<file path="src/rtl/ps2_pkg.sv">
// Shared PS/2 frame definitions: receiver FSM states, frame bit constants, parity helper.
package ps2_pkg;

    typedef enum logic [1:0] {
        IDLE   = 2'd0,
        DATA   = 2'd1,
        PARITY = 2'd2,
        STOP   = 2'd3
    } ps2_state_e;

    localparam logic START_BIT = 1'b0;
    localparam logic STOP_BIT  = 1'b1;
    localparam int   DATA_BITS = 8;

    // Parity bit that makes the total number of ones in data+parity odd.
    function automatic logic odd_parity(input logic [DATA_BITS-1:0] d);
        return ~(^d);
    endfunction

endpackage

</file>
<file path="src/rtl/ps2_rx_sync_fifo.sv">
// First-word-fall-through FIFO; the head entry is always visible on o_dout.
module sync_fifo #(
    parameter int W     = 8,
    parameter int DEPTH = 8
) (
    input  logic                     i_clk,
    input  logic                     i_rst_n,
    input  logic                     i_push,
    input  logic                     i_pop,
    input  logic [W-1:0]             i_din,
    output logic [W-1:0]             o_dout,
    output logic [$clog2(DEPTH):0]   o_count,
    output logic                     o_full,
    output logic                     o_empty
);
    localparam int AW = $clog2(DEPTH);
    localparam logic [AW:0] FULL_CNT = (AW+1)'(DEPTH);

    logic [W-1:0]  r_mem [DEPTH];
    logic [AW-1:0] r_wr_ptr;
    logic [AW-1:0] r_rd_ptr;
    logic [AW:0]   r_count;
    logic          w_pop;
    logic          w_push;

    assign o_full  = (r_count == FULL_CNT);
    assign o_empty = (r_count == '0);
    assign o_count = r_count;
    assign o_dout  = r_mem[r_rd_ptr];

    // A pop on an empty FIFO is ignored; a push when full only lands if a pop frees a slot.
    assign w_pop  = i_pop && !o_empty;
    assign w_push = i_push && (!o_full || w_pop);

    always_ff @(posedge i_clk or negedge i_rst_n) begin
        if (!i_rst_n) begin
            for (int i = 0; i < DEPTH; i++) r_mem[i] <= '0;
            r_wr_ptr <= '0;
            r_rd_ptr <= '0;
            r_count  <= '0;
        end else begin
            if (w_push) begin
                r_mem[r_wr_ptr] <= i_din;
                r_wr_ptr        <= r_wr_ptr + 1'b1;
            end
            if (w_pop) r_rd_ptr <= r_rd_ptr + 1'b1;
            case ({w_push, w_pop})
                2'b10:   r_count <= r_count + 1'b1;
                2'b01:   r_count <= r_count - 1'b1;
                default: r_count <= r_count;
            endcase
        end
    end

endmodule

</file>
<file path="src/rtl/ps2_rx.sv">
// PS/2 device-to-host receiver: pin synchronisers, frame FSM with timeout, scan-code FIFO.
module ps2_rx
    import ps2_pkg::*;
#(
    parameter int DEPTH   = 8,
    parameter int TIMEOUT = 100000
) (
    input  logic                   i_clk,
    input  logic                   i_rst_n,
    input  logic                   i_ps2_clk,
    input  logic                   i_ps2_data,
    output logic [7:0]             o_data,
    output logic                   o_valid,
    input  logic                   i_ready,
    output logic [$clog2(DEPTH):0] o_count,
    output logic                   o_overflow,
    output logic                   o_parity_err,
    output logic                   o_frame_err
);
    localparam int TW = $clog2(TIMEOUT + 1);
    localparam logic [TW-1:0] TMO_MAX = TW'(TIMEOUT);

    logic [2:0]           r_clk_sync;
    logic [1:0]           r_data_sync;
    ps2_state_e           r_state;
    ps2_state_e           w_state_nxt;
    logic [2:0]           r_bit_cnt;
    logic [2:0]           w_bit_cnt_nxt;
    logic [DATA_BITS-1:0] r_shift;
    logic [DATA_BITS-1:0] w_shift_nxt;
    logic                 r_par;
    logic                 w_par_nxt;
    logic [TW-1:0]        r_tmo_cnt;
    logic                 r_overflow;
    logic                 r_parity_err;
    logic                 r_frame_err;
    logic                 w_edge;
    logic                 w_bit;
    logic                 w_timeout;
    logic                 w_push;
    logic                 w_perr;
    logic                 w_ferr;
    logic                 w_pop;
    logic                 w_full;
    logic                 w_empty;

    // Flops reset to 1 so the idle bus does not look like a falling edge out of reset.
    always_ff @(posedge i_clk or negedge i_rst_n) begin
        if (!i_rst_n) begin
            r_clk_sync  <= 3'b111;
            r_data_sync <= 2'b11;
        end else begin
            r_clk_sync  <= {r_clk_sync[1:0], i_ps2_clk};
            r_data_sync <= {r_data_sync[0], i_ps2_data};
        end
    end

    assign w_edge    = !r_clk_sync[1] && r_clk_sync[2];
    assign w_bit     = r_data_sync[1];
    assign w_timeout = (r_tmo_cnt == TMO_MAX);

    always_ff @(posedge i_clk or negedge i_rst_n) begin
        if (!i_rst_n) begin
            r_state   <= IDLE;
            r_bit_cnt <= '0;
            r_shift   <= '0;
            r_par     <= 1'b0;
        end else begin
            r_state   <= w_state_nxt;
            r_bit_cnt <= w_bit_cnt_nxt;
            r_shift   <= w_shift_nxt;
            r_par     <= w_par_nxt;
        end
    end

    always_comb begin
        w_state_nxt   = r_state;
        w_bit_cnt_nxt = r_bit_cnt;
        w_shift_nxt   = r_shift;
        w_par_nxt     = r_par;
        w_push        = 1'b0;
        w_perr        = 1'b0;
        w_ferr        = 1'b0;
        if (w_timeout) begin
            w_state_nxt = IDLE;
            w_ferr      = 1'b1;
        end else if (w_edge) begin
            case (r_state)
                IDLE: begin
                    if (w_bit == START_BIT) begin
                        w_state_nxt   = DATA;
                        w_bit_cnt_nxt = '0;
                    end
                end
                DATA: begin
                    w_shift_nxt   = {w_bit, r_shift[DATA_BITS-1:1]};
                    w_bit_cnt_nxt = r_bit_cnt + 1'b1;
                    if (r_bit_cnt == 3'(DATA_BITS - 1)) w_state_nxt = PARITY;
                end
                PARITY: begin
                    w_par_nxt   = w_bit;
                    w_state_nxt = STOP;
                end
                STOP: begin
                    // A bad stop bit masks any parity problem in the same frame.
                    if (w_bit != STOP_BIT)                  w_ferr = 1'b1;
                    else if (odd_parity(r_shift) != r_par) w_perr = 1'b1;
                    else                                    w_push = 1'b1;
                    w_state_nxt = IDLE;
                end
                default: w_state_nxt = IDLE;
            endcase
        end
    end

    always_ff @(posedge i_clk or negedge i_rst_n) begin
        if (!i_rst_n) begin
            r_tmo_cnt <= '0;
        end else if (r_state == IDLE || w_edge || w_timeout) begin
            r_tmo_cnt <= '0;
        end else begin
            r_tmo_cnt <= r_tmo_cnt + 1'b1;
        end
    end

    assign w_pop = i_ready && o_valid;

    always_ff @(posedge i_clk or negedge i_rst_n) begin
        if (!i_rst_n) begin
            r_overflow   <= 1'b0;
            r_parity_err <= 1'b0;
            r_frame_err  <= 1'b0;
        end else begin
            r_overflow   <= r_overflow | (w_push && w_full && !w_pop);
            r_parity_err <= w_perr;
            r_frame_err  <= w_ferr;
        end
    end

    sync_fifo #(
        .W     (DATA_BITS),
        .DEPTH (DEPTH)
    ) u_fifo (
        .i_clk   (i_clk),
        .i_rst_n (i_rst_n),
        .i_push  (w_push),
        .i_pop   (i_ready),
        .i_din   (r_shift),
        .o_dout  (o_data),
        .o_count (o_count),
        .o_full  (w_full),
        .o_empty (w_empty)
    );

    assign o_valid      = !w_empty;
    assign o_overflow   = r_overflow;
    assign o_parity_err = r_parity_err;
    assign o_frame_err  = r_frame_err;

endmodule

</file>
<file path="config.mk">
export PLATFORM = sky130hd
export DESIGN_NAME = ps2_rx
export DESIGN_NICKNAME = d
export VERILOG_FILES = /design/src/rtl/ps2_pkg.sv /design/src/rtl/ps2_rx_sync_fifo.sv /design/src/rtl/ps2_rx.sv
export SDC_FILE = /design/constraint.sdc
export NUM_CORES = 1
export LEC_CHECK = 0
export ABC_CLOCK_PERIOD_IN_PS = 8700
export BUFFER_PORTS_ARGS = -buffer_cell sky130_fd_sc_hd__buf_2
export CAP_MARGIN = 20
export CORE_UTILIZATION = 66
export DETAILED_ROUTE_END_ITERATION = 6
export GPL_TIMING_DRIVEN = 0
export PLACE_DENSITY = 0.88
export SLEW_MARGIN = 10
export SYNTH_ARGS = -nofsm -noshare
export SYNTH_HDL_FRONTEND = slang
export SYNTH_HIERARCHICAL = 1
export SYNTH_SLANG_ARGS = --single-unit
</file>
<file path="constraint.sdc">
create_clock -name i_clk -period 8.7 [get_ports i_clk]
set_input_delay 1.74 -clock i_clk [delete_from_list [all_inputs] [get_ports i_clk]]
set_output_delay 1.74 -clock i_clk [all_outputs]
set_load 0.05 [all_outputs]
</file>
==> metrics <==
status=complete, no violations; io pins=21; commonest non-fill, non-tap cells in the layout=dfrtp_1 (108), mux2_2 (84), buf_2 (24), nor2_1 (21), xnor2_1 (18); H-tree depth=4; crit path max fanout=10; ranking of synthesized cells by area=dfrtp_1 (49%), mux2_2 (17%), mux4_2 (6.6%), ha_1 (3.2%), xnor2_1 (2.9%); pin count of the biggest net entering global routing=between 90 and 100; RSZ-0062 raised after global routing=no; Compound-Gate Fraction of Synth Area=5.59%; final wirelength=between 10000 and 15000 um; Core ar.=7890 sq um; Power per Cell Area=311 nW/um^2; xor/xnor cell area share of the yosys netlist=roughly 4.4%; via/cell ratio=6.10; Yosys top cell by area=dfrtp_1; Final Cycle Share=53.2%; setup TNS=0 ns; Synth Area in Simple Gates=under 10%; Die Y=93.2 um; 1st-pass router iterations=5; Finish-stage setup viols=0; worst hold slack=0.354 ns; Initial Util=69.5%; area growth from synthesis to layout=15.7%; clk slew on worst S/H paths=~0.050 ns; DR DRC count=0; Num CTS Buffers=17; WL/cell=20.0 um; Crit Path Class=register to output pin; grt total ovfl=0; antenna violations before repair=0; Mapped Cells=394; # rows=32; share of layout cells above drive strength 1=39.9%; hold path depth=0; Die W=93.2 um; Post-synth EDFFs=0; Final Hold Fails=0; #FFs+latches synth=roughly 110; worst-case reg-to-reg path depth=11; Post-CTS Hold Fix Bufs=0; Worst setup SP type=register; I/O Buffers=20; vias in the first global route=3556; first-pass GRT wire length=18000 um; Post-CTS Setup Repair Bufs=0; multiplexer share of the synthesized area=24.2%; Synth top area share=49.3%; Max Slew Vio Count=0; CTS tree=done; Hold Crit Class=register to register; Synth warnings=6; Slew headroom=50.5%; min cycle time layout=4.63 ns; post-detail-place hpwl=6640 um; die area=8680 sq um; worst-case clock buffer depth=2; Synth cell types=between 40 and 50; Avg Cell Area, Syn=13.9 sq um; mapped cell area=5480 sq um; worst-margin pin slew=about 0.73 ns; vias after detailed routing=3345; ANT nets after route=0; Max Clock Skew=approximately 0.0096 ns; CP required=6.96 ns; Async SR Flop Fraction=100%; VDD IR max=between 0.2 and 0.25 mV; gp weighted congestion=0.837; Clock Latency Late Sink=0.51 ns; ant diodes=0; cts repair resizes=0; largest family of logic cells by synthesized area=multiplexers; leading cell type in the layout, fill and taps excluded=dfrtp_1; LEAKAGE=roughly 3 nW; Post-synth top flop=dfrtp_1; Root Buffer=clkbuf_8; Max Cap Violations=0; Fillers=406; Max Freq=216 MHz; initial drt markers=150; Total Routing Usage GR=28.3%; CTS Sinks=113; Synth Net Count=414; Crit path arrival time=2.89 ns; CP endpoint kind=output pin; post-synthesis sequential area ratio=51.7%; post-synthesis adder-cell area fraction=under 10%; Nets=approximately 450
## layout make-up
cell class	count	area [sq um]	area share, %
repair buffers	21	134	2.11
inverters	16	60.1	0.947
well taps	102	128	2.01
multi-input cells	253	2530	39.8
plain buffers	12	62.6	0.986
clock inverters	12	158	2.48
clock buffers	19	442	6.96
flip-flops and latches	113	2830	44.7
## layer usage
metal	wire, um	track usage (%)	up-vias	share of wire, %
li1	-	-	1527	-
met1	4590	36.5	1730	42
met2	5730	47.5	75	52
met3	425	5.04	13	3.9
met4	196	12.1	0	1.8
met5	0	0	-	0
## cells by family after synthesis
kind of cell,count (synthesis)
buf+inv,28
simple gates,83
fa+ha+maj,15
xor+xnor,26
mux,102
compound gates,27
flops,113
## through the flow
step                area (sq um)  utilization, %  setup slack, ns  std cells  power (W)
CTS                         6340            80.4             4.04        548    0.00199
floorplan                   5480               -             4.78        394    0.00113
detailed placement          5750            72.8             4.42        517    0.00128
finish                      6340            80.4             4.07        548    0.00197
global placement            5710            72.4             4.49        516    0.00125
global route                6340            80.4             3.99        548    0.00207
## sequential cells by signal (all words and copies together) (netlist names), 2 cells and up
| name | cells |
|---|---|
| u_fifo/r_mem | 64 |
| u_fifo/r_wr_ptr | 3 |
| r_shift | 8 |
| u_fifo/r_rd_ptr | 3 |
| r_bit_cnt | 3 |
| u_fifo/o_count | 4 |
| r_state | 2 |
| r_tmo_cnt | 17 |
| r_data_sync | 2 |
| r_clk_sync | 3 |
## synthesized netlist by cell type, types with 4 or more instances
cell type and count:
nor3b_1 4, nor2_1 21, buf_2 5, dfstp_2 5
mux4_2 16, nor4_1 4, o21ai_0 4, nand2_1 15
nor3_1 5, nand4_1 5, or3_1 4, nand3_1 8
mux2_2 84, nor2b_1 5, inv_1 16, a21oi_1 4
xor2_1 7, xnor2_1 18, ha_1 14, dfrtp_1 108
## power breakdown
part | switching (W) | total, W | internal [W] | leakage, nW
Clock | 0.000242 | 0.000692 | 0.000450 | 0.275
Combinational | 0.000315 | 0.000558 | 0.000243 | 1.19
Sequential | 0.000114 | 0.000721 | 0.000607 | 1.52
## worst max-delay path: stages, from the launching register on
cell	delay, ns
dfrtp_1	0.34
buf_1	0.49
clkbuf_1	0.62
mux4_2	0.43
mux2_2	0.28
buf_2	0.21
## path summary, 6_finish.rpt
check | startpoint | endpoint | slack, ns
setup / recovery | u_fifo/r_rd_ptr[1]$_DFFE_PN0P_ | o_data[1] | 4.07
hold / removal | r_clk_sync[0]$_DFF_PN1_ | r_clk_sync[1]$_DFF_PN1_ | 0.35
setup reg to reg | r_tmo_cnt[12]$_DFF_PN0_ | u_fifo/o_count[3]$_DFFE_PN0P_ | 4.71
hold reg to reg | r_clk_sync[0]$_DFF_PN1_ | r_clk_sync[1]$_DFF_PN1_ | 0.35
max in group asynchronous | i_rst_n | r_data_sync[1]$_DFF_PN1_ | 6.92
min in group asynchronous | i_rst_n | u_fifo/o_count[3]$_DFFE_PN0P_ | 1.07
Power figures use the tool's default switching activity.
